[config.mk]
export PLATFORM = sky130hd
export DESIGN_NAME = fetch_unit
export DESIGN_NICKNAME = d
export VERILOG_FILES = /design/src/rtl/fetch_pkg.sv /design/src/rtl/fetch_fifo.sv /design/src/rtl/fetch_unit.sv
export SDC_FILE = /design/constraint.sdc
export NUM_CORES = 1
export LEC_CHECK = 0
export ABC_AREA = 0
export BUFFER_PORTS_ARGS = -buffer_cell sky130_fd_sc_hd__buf_2
export CORE_MARGIN = 4
export CORE_UTILIZATION = 50
export CTS_BUF_LIST = sky130_fd_sc_hd__clkbuf_8
export DETAILED_ROUTE_END_ITERATION = 8
export GPL_TIMING_DRIVEN = 0
export PLACE_DENSITY = 0.73
export SLEW_MARGIN = 20
export SYNTH_ARGS = -nofsm -noshare
export SYNTH_HDL_FRONTEND = slang
export SYNTH_HIERARCHICAL = 1
export SYNTH_SLANG_ARGS = --single-unit
[constraint.sdc]
create_clock -name clk_i -period 18.8 [get_ports clk_i]
set_input_delay 0.94 -clock clk_i [delete_from_list [all_inputs] [get_ports clk_i]]
set_output_delay 0.94 -clock clk_i [all_outputs]
set_load 0.05 [all_outputs]
[src/rtl/fetch_pkg.sv]
`default_nettype none
// ============================================================================
// Module      : fetch_pkg
// Description : Shared types, constants and helpers for the fetch sequencer.
// Revision    : 1.0 - initial release
// ============================================================================
package fetch_pkg;

    localparam int INSTR_BYTES = 4;

    typedef enum logic [0:0] {
        FETCH = 1'b0,
        FAULT = 1'b1
    } fetch_state_e;

    typedef struct packed {
        logic [31:0] pc;
        logic [31:0] instr;
    } fetch_entry_t;

    // A fetch address is legal when word aligned and inside the memory.
    function automatic logic pc_legal(input logic [31:0] pc, input logic [31:0] mem_words);
        return (pc[1:0] == 2'b00) && ({2'b00, pc[31:2]} < mem_words);
    endfunction

endpackage
`default_nettype wire

[src/rtl/fetch_fifo.sv]
`default_nettype none
// ============================================================================
// Module      : fetch_fifo
// Description : Small prefetch FIFO of {pc, instr} entries with flush.
//               Head reads as zero while empty.
// Revision    : 1.0 - initial release
// ============================================================================
module fetch_fifo
    import fetch_pkg::*;
#(
    parameter int FIFO_DEPTH = 2,
    localparam int PTR_W     = $clog2(FIFO_DEPTH),
    localparam int CNT_W     = $clog2(FIFO_DEPTH) + 1
) (
    input  logic               clk_i,
    input  logic               rst_ni,
    input  logic               i_push,
    input  logic               i_pop,
    input  logic               i_flush,
    input  fetch_entry_t       i_data,
    output fetch_entry_t       o_head,
    output logic               o_empty,
    output logic               o_full,
    output logic [CNT_W-1:0]   o_count
);

    localparam logic [CNT_W-1:0] c_depth = CNT_W'(FIFO_DEPTH);

    fetch_entry_t     r_mem [FIFO_DEPTH];
    logic [PTR_W-1:0] r_wr_ptr;
    logic [PTR_W-1:0] r_rd_ptr;
    logic [CNT_W-1:0] r_count;

    assign o_empty = (r_count == '0);
    assign o_full  = (r_count == c_depth);
    assign o_count = r_count;
    assign o_head  = o_empty ? '0 : r_mem[r_rd_ptr];

    // Entry storage; flushed entries are simply abandoned via the pointers.
    always_ff @(posedge clk_i) begin
        if (i_push && !i_flush) begin
            r_mem[r_wr_ptr] <= i_data;
        end
    end

    // Pointer and occupancy bookkeeping; flush dominates push and pop.
    always_ff @(posedge clk_i or negedge rst_ni) begin
        if (!rst_ni) begin
            r_wr_ptr <= '0;
            r_rd_ptr <= '0;
            r_count  <= '0;
        end else if (i_flush) begin
            r_wr_ptr <= '0;
            r_rd_ptr <= '0;
            r_count  <= '0;
        end else begin
            if (i_push) begin
                r_wr_ptr <= r_wr_ptr + PTR_W'(1);
            end
            if (i_pop) begin
                r_rd_ptr <= r_rd_ptr + PTR_W'(1);
            end
            case ({i_push, i_pop})
                2'b10:   r_count <= r_count + CNT_W'(1);
                2'b01:   r_count <= r_count - CNT_W'(1);
                default: r_count <= r_count;
            endcase
        end
    end

endmodule
`default_nettype wire

[src/rtl/fetch_unit.sv]
`default_nettype none
// ============================================================================
// Module      : fetch_unit
// Description : Instruction fetch sequencer: owns the PC, fetches from a
//               combinational instruction memory into a prefetch FIFO,
//               handles redirects and flags illegal fetch addresses.
// Revision    : 1.0 - initial release
// ============================================================================
module fetch_unit
    import fetch_pkg::*;
#(
    parameter int          MEM_SIZE   = 80,
    parameter logic [31:0] RESET_PC   = 32'h0000_0000,
    parameter int          FIFO_DEPTH = 2
) (
    input  logic        clk_i,
    input  logic        rst_ni,
    output logic [31:0] imem_addr_o,
    input  logic [31:0] imem_instr_i,
    input  logic        halt_i,
    input  logic        redirect_valid_i,
    input  logic [31:0] redirect_pc_i,
    output logic        instr_valid_o,
    input  logic        instr_ready_i,
    output logic [31:0] instr_o,
    output logic [31:0] instr_pc_o,
    output logic        fetch_err_o,
    output logic [31:0] fault_pc_o
);

    localparam int          CNT_W       = $clog2(FIFO_DEPTH) + 1;
    localparam logic [31:0] c_mem_words = 32'(MEM_SIZE);
    localparam logic [0:0]  S_FETCH     = FETCH;
    localparam logic [0:0]  S_FAULT     = FAULT;

    logic [0:0]       r_state;
    logic [31:0]      r_pc;
    logic [31:0]      r_fault_pc;

    logic             w_pc_legal;
    logic             w_target_legal;
    logic             w_push;
    logic             w_pop;
    logic             w_empty;
    logic             w_full;
    logic [CNT_W-1:0] w_count;
    fetch_entry_t     w_head;
    fetch_entry_t     w_new;
    logic             w_unused;

    assign imem_addr_o    = r_pc;
    assign w_pc_legal     = pc_legal(r_pc, c_mem_words);
    assign w_target_legal = pc_legal(redirect_pc_i, c_mem_words);

    // A handshake coinciding with a redirect is discarded by the flush.
    assign w_pop  = !w_empty && instr_ready_i && !redirect_valid_i;
    assign w_push = (r_state == S_FETCH) && w_pc_legal && !halt_i &&
                    !redirect_valid_i && (!w_full || w_pop);

    assign w_new.pc    = r_pc;
    assign w_new.instr = imem_instr_i;

    assign instr_valid_o = !w_empty;
    assign instr_o       = w_head.instr;
    assign instr_pc_o    = w_head.pc;
    assign fetch_err_o   = (r_state == S_FAULT);
    assign fault_pc_o    = r_fault_pc;

    // Occupancy is tracked by empty/full here; the raw count is not needed.
    assign w_unused = &{1'b0, w_count};

    fetch_fifo #(
        .FIFO_DEPTH (FIFO_DEPTH)
    ) u_fifo (
        .clk_i   (clk_i),
        .rst_ni  (rst_ni),
        .i_push  (w_push),
        .i_pop   (w_pop),
        .i_flush (redirect_valid_i),
        .i_data  (w_new),
        .o_head  (w_head),
        .o_empty (w_empty),
        .o_full  (w_full),
        .o_count (w_count)
    );

    // PC sequencing and FETCH/FAULT state machine; redirect has top priority.
    // A redirect out of FAULT only leaves FAULT when its target is legal;
    // a redirect from FETCH to an illegal target faults one edge later.
    always_ff @(posedge clk_i or negedge rst_ni) begin
        if (!rst_ni) begin
            r_state    <= S_FETCH;
            r_pc       <= RESET_PC;
            r_fault_pc <= '0;
        end else if (redirect_valid_i) begin
            r_pc <= redirect_pc_i;
            if ((r_state == S_FAULT) && !w_target_legal) begin
                r_fault_pc <= redirect_pc_i;
            end else begin
                r_state <= S_FETCH;
            end
        end else if ((r_state == S_FETCH) && !w_pc_legal) begin
            r_state    <= S_FAULT;
            r_fault_pc <= r_pc;
        end else if (w_push) begin
            r_pc <= r_pc + 32'(INSTR_BYTES);
        end
    end

endmodule
`default_nettype wire
==> results.yml <==
routing:
  viasPerCell: 5.26
  drt-wirelength-per-cell_um: 18.3
  drt-total-wl_um: 18500
  vias: 5321
  drt_iter0_drc: 244
  post-route-drc-count: 0
  ant_nets: 0
  dr.pass1.iters: 4
power_and_ir_drop:
  p_seq_share_pct: 56.4
  internal_power_uw: 637
  p_clk_share_pct: 30.8
  p_per_area_nw_per_um2: 88.7
  peakVddDrop_mv: 0.0478
  swShare_pct: 28.1
  leakage_nw: 4.08
  p_switching_uw: 249
  p_comb_share_pct: 12.8
placed_design:
  dp_cells: 980
  globalplace.congestion: 0.856
  post-dp-hpwl_um: 13600
  numPortBuffers: 198
worst_setup_path:
  worstPathCellList: "nor2_1, buf_2, nand2b_1, a2111o_1, nor3_4, nor3b_2, buf_6, buf_4, buf_4"
  critPathKind: "flop to flop"
  critPathMaxStageDelay_ns: 0.60
  crit_path_top_delay_cell: "nor3b_2"
  crit_fanout: 13
  critical-path-top-delay-family: "simple AND/OR/NAND/NOR gates"
  crit_buf_inv: 4
  cp.arrival_ns: 3.62
  crit_start: "u_fifo/o_count[0]"
  end_kind: "flop"
  crit_required_ns: 18.97
  critical_path.startpoint_type: "flop"
  rr_startpoint: "u_fifo/o_count[0]"
  path_common_cell: "buf_4"
logic_synthesis:
  synth_top_area_cell: "edfxtp_1"
  async_reset_ff_share_pct: 35.0
  synth.area.top_cells: "edfxtp_1 47%, dfrtp_1 21%, mux2i_1 9.2%, mux2_2 3.4%, nor2_1 3.4%"
  synth.mux.area_fraction_pct: 12.6
  ys_ff_latch: 197
  synth_cell_types: 47
  synth-simple-area-share_pct: 8.00
  ys_seq_area_share_pct: 67.9
  syn_area_um2: 8200
  yosysWarnings: 6
  synth_compound_area_share_pct: 6.26
  synthAdderAreaFrac_pct: 0.153
  synthFlopType: "edfxtp_1"
  synth_nets: 627
  synth_area_per_cell_um2: 14.7
  synth_top_family_by_area: "multiplexers"
  synth_xor_area_share_pct: 0.641
  synth_cells: 557
  synth-edff-count: 128
  synth_top_area_share_pct: 46.9
layout:
  fin_util_pct: 62.4
  diodes: 0
  regArea_um2: 5570
  fin_cells: 1012
  syn2layout_area_growth_pct: 21.8
  drive_gt1_share_pct: 39.2
  layout_common_cells: "203 x buf_2, 128 x edfxtp_1, 75 x nor2_1, 75 x mux2i_1, 69 x dfrtp_1"
  final_net_count: 853
  mostFrequentLayoutCell: "buf_2"
  num-fill-cells: 1276
  multi_input_area_um2: 2270
timing:
  rsz0062_at_grt: "false"
  fin_worst_skew_ns: 0.0187
  relSlewSlack_pct: 56.2
  fin_setup_tns_ns: 0
  hold_viol_final: 0
  drv_slew: 0
  post-route-period-util_pct: 18.4
  whs_ns: 0.338
  max_freq_ghz: 0.289
  min_period_ns: 3.45
  setup_viol: 0
  max_slew.worst_pin.slew_ns: 0.652
clock_tree:
  cts_setup_buffers: 0
  path_clk_slew_ns: 0.10
  cts_hold_buf: 0
  cts_buffers: 17
  clk_latency_ns: 0.47
  cts_sinks: 197
  clockBufferDepth: 2
  cts_root_buf: "clkbuf_8"
  post_cts_resized: 0
  cts_tree: "yes"
  cts_htree_levels: 4
grt:
  overflow: 0
  gr-usage-all-layers_pct: 20.4
  grt_max_degree: 54
  grt_pass1_wl_um: 28700
  grt_pass1_vias: 5352
  antenna_found_initial: 0
floorplan:
  fp.dieArea_um2: 18500
  ios: 199
  die_w_um: 136
  dieHeight_um: 136
  row_count: 46
  core_um2: 16000
  initial_utilization_pct: 51.2
outcome:
  status: "finished, final reports clean"
run:
  cap_violations: 0
hold_path:
  hp-class: "primary input to asynchronous set/reset pin"
layer usage:
layer / part of all wire (%) / GRT usage [%] / vias to the layer above
met1: 41 / 26.3 / 2589
met3: 8.4 / 5.59 / 19
met4: 1.7 / 6.22 / 0
met2: 49 / 33.8 / 200
li1: - / - / 2513
met5: 0 / 0 / -
power by group through the flow:
stage | combinational (mW) | clock, mW | sequential [mW]
final | 0.113 | 0.273 | 0.499
after detailed placement | 0.114 | 0 | 0.508
after CTS | 0.114 | 0.282 | 0.499
after global routing | 0.120 | 0.299 | 0.502
after floorplan | 0.0256 | 0 | 0.554
after global placement | 0.111 | 0 | 0.507
sequential cells by signal, summed over array words and instances, names as in the netlist:
signal           count
u_fifo/r_mem       128
fault_pc_o          32
imem_addr_o         32
u_fifo/o_count       2
fetch_err_o          1
u_fifo/r_rd_ptr      1
u_fifo/r_wr_ptr      1
stage by stage:
step	worst slack (ns)	total power, mW	instance area [um2]
final	15.35	0.885	9980
after global routing	15.11	0.921	9980
after CTS	15.34	0.895	9980
after detailed placement	15.17	0.621	9580
after global placement	9.11	0.618	9460
after floorplan	11.61	0.580	8200
Yosys cell counts (2+ instances only):
library cell and instances:
edfxtp_1 128, mux2i_1 75, nor2_1 75, dfrtp_1 69
inv_1 34, o22ai_1 27, mux2_2 25, a21oi_1 19
a21oi_2 10, o21ai_1 8, buf_4 7, buf_2 6
buf_6 5, nand2_1 5, nor4_1 5, nor4_4 5
xnor2_1 5, buf_1 4, buf_8 4, nand4_1 4
nor3_1 3, a221o_1 2, a32oi_1 2, and3b_1 2
and4_1 2, nand3_1 2, nor2b_1 2, nor3b_2 2
nor4_2 2
cell families (layout without fill, tap and decap cells):
logic type | after synthesis | after routing
buf+inv | 61 | 300
fa+ha+maj | 1 | 1
flops | 197 | 197
simple gates | 115 | 115
compound gates | 77 | 77
xor+xnor | 6 | 6
mux | 100 | 100
layout make-up:
class                      count  area share [%]
buffer                        27            2.34
clock buffer                  19            2.62
clock inverter                13            1.44
inverter                      34            1.28
multi-input combinational    299            22.8
sequential                   197            55.8
tap                          216            2.71
timing repair buffer         207            11.0
path summary, 6_finish.rpt:
kind	depth (start not counted)	slack (ns)	to
max in group asynchronous	2	17.91	imem_addr_o[20]
worst max register to register	9	15.35	u_fifo/r_mem[0][44]
worst min register to register	2	0.53	fault_pc_o[13]
worst max-delay path	9	15.35	u_fifo/r_mem[0][44]
worst min-delay path	1	0.34	fault_pc_o[6]
min in group clk_i	2	0.53	fault_pc_o[13]
Power figures use the tool's default switching activity.
